<file path="config.mk">
export PLATFORM = sky130hd
export DESIGN_NAME = hazard_scoreboard
export DESIGN_NICKNAME = d
export VERILOG_FILES = /design/src/rtl/hazard_scoreboard.sv
export SDC_FILE = /design/constraint.sdc
export NUM_CORES = 1
export LEC_CHECK = 0
export CAP_MARGIN = 20
export CELL_PAD_IN_SITES_DETAIL_PLACEMENT = 0
export CELL_PAD_IN_SITES_GLOBAL_PLACEMENT = 1
export CORE_ASPECT_RATIO = 1.75
export CORE_MARGIN = 3
export CORE_UTILIZATION = 35
export DETAILED_ROUTE_END_ITERATION = 16
export HOLD_SLACK_MARGIN = 0.15
export PLACE_DENSITY_LB_ADDON = 0.1
export SLEW_MARGIN = 20
export SYNTH_ARGS = -nofsm -noshare
export SYNTH_HDL_FRONTEND = slang
export SYNTH_SLANG_ARGS = --single-unit
</file>
<file path="constraint.sdc">
create_clock -name clk -period 4.6 [get_ports clk]
set_input_delay 1.15 -clock clk [delete_from_list [all_inputs] [get_ports clk]]
set_output_delay 1.15 -clock clk [all_outputs]
set_load 0.02 [all_outputs]
</file>
<file path="src/rtl/hazard_scoreboard.sv">
// Decode-stage hazard scoreboard: tracks in-flight destinations and raises stalls.
// Define HAZARD_SCOREBOARD_FWD_EN to build the bypass-select variant.
module hazard_scoreboard #(
  parameter int IDX_W       = 3,
  parameter int DEPTH       = 3,
  parameter int NUM_SRC     = 2,
  parameter int READY_STAGE = 1,
  parameter int CNT_W       = 16
) (
  input  logic                                   clk,
  input  logic                                   rst,
  input  logic                                   D_valid,
  input  logic [NUM_SRC*IDX_W-1:0]               D_src_idx,
  input  logic [NUM_SRC-1:0]                     D_src_vld,
  input  logic [IDX_W-1:0]                       D_dst_idx,
  input  logic                                   D_dst_we,
  input  logic                                   pipe_adv,
  input  logic                                   flush,
  output logic                                   D_stall,
  output logic [NUM_SRC*$clog2(DEPTH+1)-1:0]     D_fwd_sel,
  output logic [DEPTH*IDX_W-1:0]                 stage_dst_idx,
  output logic [DEPTH-1:0]                       stage_we,
  output logic [CNT_W-1:0]                       stall_cnt
);

  localparam int FSEL_W = $clog2(DEPTH+1);

`ifdef HAZARD_SCOREBOARD_FWD_EN
  localparam bit FwdEn = 1'b1;
`else
  localparam bit FwdEn = 1'b0;
`endif

  logic [DEPTH-1:0][IDX_W-1:0] dst_q, dst_d;
  logic [DEPTH-1:0]            we_q, we_d;
  logic [CNT_W-1:0]            cnt_q, cnt_d;

  logic [NUM_SRC-1:0]          src_stall;
  logic [NUM_SRC*FSEL_W-1:0]   fwd_raw;

  // Oldest-to-youngest scan so the youngest matching stage decides.
  always_comb begin
    src_stall = '0;
    fwd_raw   = '0;
    for (int i = 0; i < NUM_SRC; i++) begin
      for (int s = DEPTH-1; s >= 0; s--) begin
        if (D_valid && D_src_vld[i] && we_q[s] &&
            (D_src_idx[i*IDX_W +: IDX_W] == dst_q[s])) begin
          src_stall[i] = !FwdEn || (s < READY_STAGE);
          fwd_raw[i*FSEL_W +: FSEL_W] = FSEL_W'(s + 1);
        end
      end
    end
  end

  assign D_stall   = |src_stall;
  assign D_fwd_sel = (D_stall || !FwdEn) ? '0 : fwd_raw;

  always_comb begin
    dst_d = dst_q;
    we_d  = we_q;
    if (flush) begin
      // Oldest stage is committing, so it survives the squash.
      for (int s = 0; s < DEPTH-1; s++) we_d[s] = 1'b0;
    end else if (pipe_adv) begin
      for (int s = 1; s < DEPTH; s++) begin
        dst_d[s] = dst_q[s-1];
        we_d[s]  = we_q[s-1];
      end
      dst_d[0] = D_dst_idx;
      we_d[0]  = D_valid & D_dst_we & ~D_stall;
    end
  end

  always_comb begin
    cnt_d = cnt_q;
    if (D_stall && (cnt_q != '1)) cnt_d = cnt_q + 1'b1;
  end

  always_ff @(posedge clk or posedge rst) begin
    if (rst) begin
      dst_q <= '0;
      we_q  <= '0;
      cnt_q <= '0;
    end else begin
      dst_q <= dst_d;
      we_q  <= we_d;
      cnt_q <= cnt_d;
    end
  end

  assign stage_dst_idx = dst_q;
  assign stage_we      = we_q;
  assign stall_cnt     = cnt_q;

endmodule
</file>
==> results.cfg, run 1 <==
[critical_path]
crit_top_cell = clkdlybuf4s50_1
max_stage_delay_ns = 0.62
critPathSlowestCell = clkdlybuf4s50_1
path_buf_inv = 2
crit_required_ns = 3.45
path_cells = clkdlybuf4s50_1 -> xor2_1 -> nor4_2 -> nor4_4 -> nand2_1 -> clkdlybuf4s50_1
crit_type = in2out
crit_path_end_kind = output pin
crit_family = buffers and inverters
worstPathArrival_ns = 3.09
start_kind = primary input
path_max_fanout = 3

[detailed_routing]
first_pass_iters = 4
wl_mm = 3.95
viasPerCell = 5.11
vias = 1227
route.detailed.drc = 0
drtIter0Drc = 28
avgRoutedWirePerCell_um = 16.5
antenna_left = 0

[synth]
seq_area_frac_synth = 0.414
postSynthCellCount = 143
syn_area_um2 = 1690
synth-seq-cells = 28
synth_cell_types = 35
avgSynthCellArea_um2 = 11.8
synth_area_leaders = dfrtp_1, xor2_1, mux2_2
ys_warn_count = 0
yosys.area.top_type = dfrtp_1
netlist.area_leader.share = 0.414

[power_and_ir_drop]
power_frac_seq = 0.468
vdd_drop_max_mv = 0.173
power_frac_comb = 0.308
power.leakage_nw = 0.927
p_switching_w = 0.000215
netSwitchingFraction = 0.323
pwr-share-clk = 0.223
powerDensity_nw_per_um2 = 301
intPower_w = 0.000453

[global_routing]
grt_overflow_total = 0
antenna_found_initial = 0
grt_pass1_vias = 1383
grt_max_degree = 29
grt_pass1_wl_mm = 6.58
track_usage = 0.146

[clock_network]
root_buffer = clkbuf_8
cts_buffer_depth = 2
htreeDepth = 1
cts_tree = yes
cts_made_buffers = 3
cts.sink_count = 28
clk_pin_slew_worst_paths_ns = 0.09
insertion_delay_ns = 0.27
cts_resized = 0
cts_hold_buf = 0
cts_setup_buffers = 0

[placement]
io_buffers = 45
dpl.hpwl_mm = 3.13
place_inst = 236
finalWeightedCongestion = 0.815
place_area_um2 = 2170

[floorplan]
dieWidth_um = 58.6
dieArea_um2 = 5740
io-pin-count = 50
start_util = 0.374
core_area_um2 = 4520
die_h_um = 98.0
row_count = 32

[finish]
finalNetCount = 208
stdcell_count = 240
fin_area_um2 = 2220
n_fill_cell = 435
final_core_utilization = 0.491
syn2layout_area_growth_pct = 31.4
drive_above_1_share = 0.169
antenna_cells = 0

[sta]
maxSlewViolCount = 0
relSlewSlack = 0.390
worst_pin_slew_ns = 0.913
setup_violations = 0
finClkSkew_ns = 0.00264
fin_setup_tns_ns = 0
rsz0062_at_grt = false
period_share = 0.922
max_freq_ghz = 0.236
finalCriticalPeriod_ns = 4.24
hold_viol_final = 0

[worst_hold_path]
hp-class = reg2reg

[status]
status = complete, no violations

[job]
drv_cap = 0
path summary, 6_finish.rpt:
path,from,end,slack (ns),cells after the start
max,D_src_idx[2],D_stall,0.36,6
min,stall_cnt[5],stall_cnt[5],0.50,1
max reg2reg,stall_cnt[0],stall_cnt[1],2.15,6
min reg2reg,stall_cnt[5],stall_cnt[5],0.50,1
max in group asynchronous,rst,stall_cnt[14],2.95,2
min in group asynchronous,rst,stall_cnt[10],1.26,2
power groups by stage:
stage               Clock (W)  Combinational, W  Sequential [W]
floorplan                   0         0.0000854        0.000344
global placement            0          0.000205        0.000319
detailed placement          0          0.000208        0.000319
CTS                  0.000157          0.000209        0.000314
global route         0.000166          0.000220        0.000319
finish               0.000149          0.000206        0.000313
cells in the mapped netlist:
library cell / count
a2111oi_2: 2
or2_1: 1
nand3_1: 11
nand2b_1: 2
a2111oi_4: 1
ha_1: 1
o32ai_1: 1
mux2i_1: 1
inv_1: 6
or3_1: 1
mux2_1: 4
nand2_1: 7
nor4_2: 5
nand2_2: 1
nor4_4: 3
a21oi_1: 1
conb_1: 1
xor2_1: 26
a22oi_2: 1
nor2_1: 1
a21oi_2: 1
dfrtp_1: 28
buf_1: 1
mux2_2: 10
a21boi_1: 1
and2_1: 1
nor2b_1: 1
a2111oi_1: 4
xnor2_1: 3
buf_6: 2
and3_1: 2
nand4_1: 1
mux2_4: 1
a211oi_1: 5
buf_4: 5
state kept, by name (all words and copies together), names as in the netlist:
| signal | count |
|---|---|
| stage_dst_idx | 9 |
| stage_we | 3 |
| stall_cnt | 16 |
logic make-up after synthesis:
| kind of cell | share of synthesized area |
|---|---|
| AOI/OAI and AO/OA | 0.105 |
| adders and majority gates | 0.00740 |
| buffers and inverters | 0.0510 |
| and+or+nand+nor | 0.162 |
| muxes | 0.108 |
| other | 0.00222 |
| DFF | 0.414 |
| xor gates and xnor gates | 0.150 |
per-layer routing:
metal / routed length [um] / global-route usage
met2: 2310 / 0.283
met4: 61 / 0.0446
met1: 1410 / 0.152
met5: 0 / 0
met3: 169 / 0.0225
cell type report:
type                            instances  area (um2)  area share
Tap cell                               51        63.8      0.0287
Multi-Input combinational cell        104         916       0.412
Timing Repair Buffer                   47         465       0.209
Inverter                                6        22.5      0.0101
Sequential cell                        28         701       0.315
Clock buffer                            4        55.1      0.0248
stage by stage:
step	total power, W	worst slack (ns)	hold WS, ns
after global routing	0.000706	0.272	0.518
after global placement	0.000523	0.416	0.474
after CTS	0.000680	0.351	0.502
after floorplan	0.000430	1.27	0.589
final	0.000668	0.359	0.499
after detailed placement	0.000527	0.374	0.486
placed cells by master, fill, tap and decap left out, types with 2 or more instances in the layout:
cell	count
xor2_1	26
inv_1	5
nand2b_1	2
dfrtp_1	28
and3_1	2
clkbuf_8	4
xnor2_1	3
nand3_1	11
buf_4	2
a2111oi_1	4
nor4_4	3
a211oi_1	5
conb_1	4
nor4_2	5
nand2_1	7
a2111oi_2	2
clkdlybuf4s50_1	45
mux2_1	4
mux2_2	10
Note: power is estimated with default switching activity, not from simulation.
==> run 2: changes to the inputs <==
- CORE_MARGIN: 3 -> default
==> run 2 against run 1 <==
Against the previous run:
- clock skew is essentially flat
- maximum frequency is 0.79% higher
- cell area down 0.56%
- count of clock-buffer cells in the layout decreased by 1
- non-clock buffer count is the same
- routed wire length is 0.48% lower
- global-route usage increased by 2.6 points
- utilization fell by 1.8 points
- largest cell class unchanged
==> results.cfg, run 2 (same netlist as run 1, synthesis figures left out) <==
[placement]
finalWeightedCongestion = 0.711
io_buffers = 45
place_area_um2 = 2170
pre_cts_slack_ns = 0.346
dpl.hpwl_mm = 3.08

[critical_path]
r2r_slack_ns = 2.09
crit_family = buffers and inverters
max_stage_delay_ns = 0.55
critPathSlowestCell = clkdlybuf4s50_1
r2r-start = stall_cnt[0]
path_cells = clkdlybuf4s50_1 -> xor2_1 -> nor4_2 -> nor4_4 -> nand2_1 -> clkdlybuf4s50_1
start_kind = primary input
worstPathArrival_ns = 3.06
crit_top_cell = clkdlybuf4s50_1
crit_type = in2out
crit_path_end_kind = output pin
r2r_cells = 6
crit_required_ns = 3.45
regToRegEndpoint = stall_cnt[1]
path_buf_inv = 2
path_max_fanout = 3

[floorplan]
io-pin-count = 50
row_count = 33
die_h_um = 94.0
core_area_um2 = 4670
dieArea_um2 = 5130
dieWidth_um = 54.6
start_util = 0.363

[global_routing]
antenna_found_initial = 0
grt_pass1_wl_mm = 6.35
grt_pass1_vias = 1321
grt_overflow_total = 0
track_usage = 0.172
grt_max_degree = 29

[sta]
finalCriticalPeriod_ns = 4.21
fin_setup_tns_ns = 0
finClkSkew_ns = 0.00301
setup_ws_ns = 0.392
maxSlewViolCount = 0
timing.hold.ws_ns = 0.494
max_freq_ghz = 0.238
hold_viol_final = 0
rsz0062_at_grt = false
period_share = 0.915
relSlewSlack = 0.387
setup_violations = 0
worst_pin_slew_ns = 0.917

[finish]
largest_register_ffs = 16
fin_area_um2 = 2210
antenna_cells = 0
final_core_utilization = 0.474
drive_above_1_share = 0.165
syn2layout_area_growth_pct = 30.7
finalNetCount = 208
layout_commonest_cell = clkdlybuf4s50_1
final_cell_mix = clkdlybuf4s50_1, dfrtp_1, xor2_1, nand3_1, mux2_2

[clock_network]
root_buffer = clkbuf_8
cts.sink_count = 28
cts_hold_buf = 0
cts_made_buffers = 3
cts_setup_buffers = 0
insertion_delay_ns = 0.27
clk_pin_slew_worst_paths_ns = 0.09
cts_resized = 0
htreeDepth = 1
cts_tree = yes
cts_buffer_depth = 2

[power_and_ir_drop]
power.leakage_nw = 0.920
vdd_drop_max_mv = 0.189
powerDensity_nw_per_um2 = 294

[worst_hold_path]
min_from = stall_cnt[5]
hp-class = reg2reg
hold_depth = 1
holdPathEnd = stall_cnt[5]

[detailed_routing]
avgRoutedWirePerCell_um = 16.4
drtIter0Drc = 29
viasPerCell = 5.20
first_pass_iters = 4
antenna_left = 0
route.detailed.drc = 0
vias = 1249
wl_mm = 3.93

[status]
status = complete, no violations

[job]
drv_cap = 0
## run 2: changes by cell type in the layout (fill, tap and decap cells not counted), sizes merged
cell / delta
clkbuf: -1
## run 2: worst max path at each step
stage,endpoint,depth (start not counted),slack (ns),startpoint
final,D_stall,6,0.39,D_src_idx[0]
after global routing,D_stall,6,0.26,D_src_idx[0]
after detailed placement,D_stall,6,0.35,D_src_idx[0]
after CTS,D_stall,6,0.34,D_src_idx[0]
after floorplan,D_stall,5,1.27,D_src_idx[0]
after global placement,D_stall,6,0.42,D_src_idx[0]
## run 2: layout make-up
class                   count  area, um2
fillers                   445       2450
multi-input cells         104        916
flip-flops and latches     28        701
repair buffers             47        465
well taps                  52       65.1
clock buffers               3       41.3
inverters                   6       22.5
## run 2: report_power, final
group	switching [W]	total (W)	internal, W
Clock	0.0000708	0.000129	0.0000587
Combinational	0.000105	0.000208	0.000103
Sequential	0.0000404	0.000313	0.000273
Total	0.000217	0.000651	0.000434
## run 2: metrics by stage
stage | instances | total power [W]
3_5_place_dp | 237 | 0.000531
2_1_floorplan | 146 | 0.000430
5_1_grt | 240 | 0.000688
4_1_cts | 240 | 0.000662
3_3_place_gp | 237 | 0.000526
6_report | 240 | 0.000651
## run 2: per-layer routing
layer / GRT usage / wire length, um / part of all wire / vias to the layer above
li1: - / - / - / 598
met1: 0.178 / 1380 / 0.35 / 614
met2: 0.335 / 2370 / 0.60 / 33
met3: 0.0194 / 143 / 0.036 / 4
met4: 0.0470 / 40 / 0.010 / 0
met5: 0 / 0 / 0 / -
## run 2: worst register-to-register path: stages, from the launching register on
cell	delay (ns)
dfrtp_1	0.45
ha_1	0.19
and2_1	0.18
nand3_1	0.30
nor4_4	0.83
a21oi_2	0.11
mux2_4	0.33
==> run 3: changes to the inputs <==
- SLEW_MARGIN: 20 -> default
==> run 3 against run 2 <==
Against the previous run:
- first-iteration DRC count down 41%
- sequential share of layout area decreased by 0.39 points
- power grew 0.41%
- clock skew hardly changed
- combinational power barely moved
- largest power group unchanged
- register-to-register slack about the same
- maximum frequency barely moved
- utilization increased by 0.59 points
- clock power about the same
- highest routed layer unchanged
- non-clock buffer count rose by 1
==> results.cfg, run 3 (same netlist as run 1, synthesis figures left out) <==
[worst_hold_path]
hp-class = reg2reg
min_from = stall_cnt[5]

[sta]
period_share = 0.915
timing.hold.ws_ns = 0.492
setup_violations = 0
max_freq_ghz = 0.238
fin_setup_tns_ns = 0
finClkSkew_ns = 0.00313
worst_pin_slew_ns = 0.929
relSlewSlack = 0.380
hold_viol_final = 0
rsz0062_at_grt = false
finalCriticalPeriod_ns = 4.21
maxSlewViolCount = 0

[job]
drv_cap = 0

[floorplan]
row_count = 33
die_h_um = 94.0
start_util = 0.363
io-pin-count = 50
dieWidth_um = 54.6
core_area_um2 = 4670
dieArea_um2 = 5130

[global_routing]
grt_pass1_wl_mm = 6.35
grt_overflow_total = 0
grt_max_degree = 29
antenna_found_initial = 0
grt_pass1_vias = 1321
track_usage = 0.172

[finish]
fin_area_um2 = 2240
largest_register_ffs = 16
antenna_cells = 0
drive_above_1_share = 0.164
final_cell_mix = clkdlybuf4s50_1, dfrtp_1, xor2_1, nand3_1, mux2_2
layout_commonest_cell = clkdlybuf4s50_1
finalNetCount = 209
n_fill_cell = 443
syn2layout_area_growth_pct = 32.3
stdcell_count = 241

[critical_path]
cp-startpoint = D_src_idx[0]
start_kind = primary input
crit_required_ns = 3.45
crit_type = in2out
r2r-start = stall_cnt[0]
crit_path_end_kind = output pin
r2r_slack_ns = 2.10
path_max_fanout = 3
worstPathArrival_ns = 3.06

[power_and_ir_drop]
power.leakage_nw = 0.934
p_total_w = 0.000653
vdd_drop_max_mv = 0.194
powerDensity_nw_per_um2 = 292

[detailed_routing]
drtIter0Drc = 17
drt-met1-wl_mm = 1.37
first_pass_iters = 4
viasPerCell = 5.20
met2WireLength_mm = 2.39
wl_mm = 3.98
antenna_left = 0
wl_met3_um = 172
avgRoutedWirePerCell_um = 16.5
routed.top_layer = met4
route.detailed.drc = 0
vias = 1254

[clock_network]
htreeDepth = 1
clk_pin_slew_worst_paths_ns = 0.09
cts_hold_buf = 0
cts.sink_count = 28
root_buffer = clkbuf_8
cts_setup_buffers = 0
cts_resized = 0
cts_buffer_depth = 2
cts_tree = yes
insertion_delay_ns = 0.27
cts_made_buffers = 3

[placement]
place_area_um2 = 2170
finalWeightedCongestion = 0.711
io_buffers = 45
dpl.hpwl_mm = 3.08
place_inst = 237

[status]
status = complete, no violations
==> run 3: changes by cell type in the layout (fill, tap and decap cells not counted), sizes merged <==
cell	change
buf	+1
==> run 3: path summary, 6_finish.rpt <==
check	endpoint	cells after the start
max in group asynchronous	stall_cnt[15]	3
setup / recovery	D_stall	6
setup reg to reg	stall_cnt[1]	6
min in group asynchronous	stall_cnt[9]	2
hold / removal	stall_cnt[5]	1
hold reg to reg	stall_cnt[5]	1
==> run 3: metal layers <==
layer	vias up	track usage
li1	595	-
met4	0	0.0470
met5	-	0
met3	4	0.0194
met1	618	0.178
met2	37	0.335
==> run 3: critical path, cell delays in order <==
cell             delay, ns
clkdlybuf4s50_1       0.55
xor2_1                0.29
nor4_2                0.11
nor4_4                0.29
nand2_1               0.11
clkdlybuf4s50_1       0.55
==> run 3: per-stage QoR <==
| stage | utilization | worst slack, ns |
|---|---|---|
| after floorplan | - | 1.27 |
| after CTS | 0.474 | 0.335 |
| after detailed placement | 0.465 | 0.346 |
| final | 0.480 | 0.391 |
| after global routing | 0.480 | 0.257 |
| after global placement | 0.465 | 0.422 |
==> run 3: cell type report <==
| class | count | area, um2 | area share |
|---|---|---|---|
| inverter | 6 | 22.5 | 0.0101 |
| sequential | 28 | 701 | 0.313 |
| clock buffer | 3 | 41.3 | 0.0184 |
| multi-input combinational | 104 | 916 | 0.409 |
| timing repair buffer | 48 | 493 | 0.220 |
| tap | 52 | 65.1 | 0.0291 |
==> run 3: where the power goes <==
part	leakage (nW)	switching, W	internal (W)	total (W)
Combinational	0.558	0.000106	0.000105	0.000211
Sequential	0.354	0.0000403	0.000273	0.000313
Clock	0.0216	0.0000704	0.0000587	0.000129
Total	0.934	0.000217	0.000437	0.000653
==> RTL change, RTL diff (config.mk and constraints of run 2) <==
Build with the macro `HAZARD_SCOREBOARD_FWD_EN` defined.
--- a/src/rtl/hazard_scoreboard.sv
+++ b/src/rtl/hazard_scoreboard.sv
@@ -2,2 +2,4 @@
 // Define HAZARD_SCOREBOARD_FWD_EN to build the bypass-select variant.
+`define HAZARD_SCOREBOARD_FWD_EN
+
 module hazard_scoreboard #(
Formal check against the unedited RTL: not equivalent (a bounded check fails within 4 cycles, from zero or initial values and one cycle with rst high).
==> RTL change against run 2 <==
  * Routed wire length down 7.2%
  * Synthesized area down 9.4%
  * Total power down 2.8%
  * Sequential cell count unchanged
  * Setup slack worse by 0.12 ns
  * Combinational power down 13%
  * Design area down 3.8%
  * Critical endpoint is now D_fwd_sel[2]
  * Highest routed layer unchanged
==> RTL change: results (changes against run 2) <==
Cells and area
The total number of multi-input combinational cells is 105 (+0.96%). The post-layout net count was 209 (+0.48%). The fraction of final layout cells sized beyond drive strength 1 is 12.1% (-4.4 points). The filler cell count in the final layout is 406 (-8.8%).

The multi-input logic area is 801 sq um (-13%). The number of ordinary and repair buffers in the finished layout was 50 (+6.4%). The non-clock inverter total of the final layout is 3 (-3). The total number of sequential cells is 28 (unchanged).

Global routing
The overall global routing resource usage is 16.9% (-0.30 points). The global-route track usage on met3 is 1.36% (-0.58 points). The wire length of the first global-routing pass is 5.77 mm (-9.2%). The number of global-route vias before repair was 1223 (-7.4%).

Critical path
The register-to-register setup slack came to 2.52 ns (+0.43 ns). The arrival time at the worst endpoint is 3.18 ns (+0.12 ns).

Placed design
The routability congestion estimate from global placement is 0.771 (+8.3%). The number of placed instances, taps included is 235 (-0.84%). The half-perimeter wire length after detailed placement was 2.81 mm (-8.9%). The worst setup slack after placement is 0.275 ns (-0.0712 ns).

The count of buffers inserted at the top-level ports is 49 (+8.9%). The post-placement cell area came to 0.00207 sq mm (-4.5%).

Routing
The post-detailed-routing wire length came to 3.65 mm (-7.2%). The detailed router's first-iteration violation count is 20 (-31%). The detailed-route vias per instance is 5.16 (-0.79%). The detailed-route wire length on metal 1 is 1.36 mm (-1.3%). The wire length per cell came to 15.3 microns (-6.9%).

Timing
The worst slew slack as a fraction of its limit is 47.2% (+8.5 points). The worst clock skew on the final layout is 0.00173 ns (-0.00127 ns). The worst hold margin is 0.504 ns (+0.0101 ns).

Synthesis
By area the synthesized netlist is led by dfrtp_1 (46%), xnor2_1 (12%), mux2_2 (7.3%). The synthesized-area fraction occupied by ao, oa, aoi and oai cells is 3.59% (-6.9 points). By count the netlist is led by dfrtp_1 (28), xnor2_1 (21), nand4_1 (11), mux2_2 (10), xor2_1 (10).

The synthesized instance count came to 139 (-2.8%). The area share of xor/xnor cells in the synthesized design is 17.7% (+2.7 points).

Floorplan
The area of the core is 0.00415 sq mm (-11%).

Pwr
The maximum vdd ir drop was 0.000218 V (+16%). The static power due to leakage is 0.863 nW (-6.2%). The part of the total power dissipated in combinational logic was 28.4% (-3.6 points). The internal portion of total power is 445 uW (+2.4%). The power of the combinational group is 180 uW (-13%).

Hold path
The endpoint of the worst hold path is stall_cnt[7]$_DFFE_PP0P_. The startpoint identified for the worst hold timing path is stall_cnt[7]$_DFFE_PP0P_.

Run status
The run finished with clean final reports.
==> RTL change: cell count changes in the layout (fill, tap and decap cells not counted), moves of 3 or more <==
cell	run 2	this run
a2111oi_1	4	0
nor2_1	1	5
clkdlybuf4s50_1	45	49
nor4_2	5	0
xnor2_1	3	21
inv_1	5	2
xor2_1	26	10
conb_1	4	0
a211oi_1	5	0
nand4_1	1	11
and3_1	2	6
nor4_4	3	0
==> RTL change: how the worst max path moves through the flow <==
stage | from | to | cells past startpoint
2_1_floorplan | D_src_idx[5] | D_fwd_sel[2] | 3
3_3_place_gp | D_src_idx[5] | D_fwd_sel[2] | 5
3_5_place_dp | D_src_idx[5] | D_fwd_sel[2] | 5
4_1_cts | D_src_idx[5] | D_fwd_sel[2] | 5
5_1_grt | D_src_idx[5] | D_fwd_sel[2] | 5
6_report | D_src_idx[5] | D_fwd_sel[2] | 5
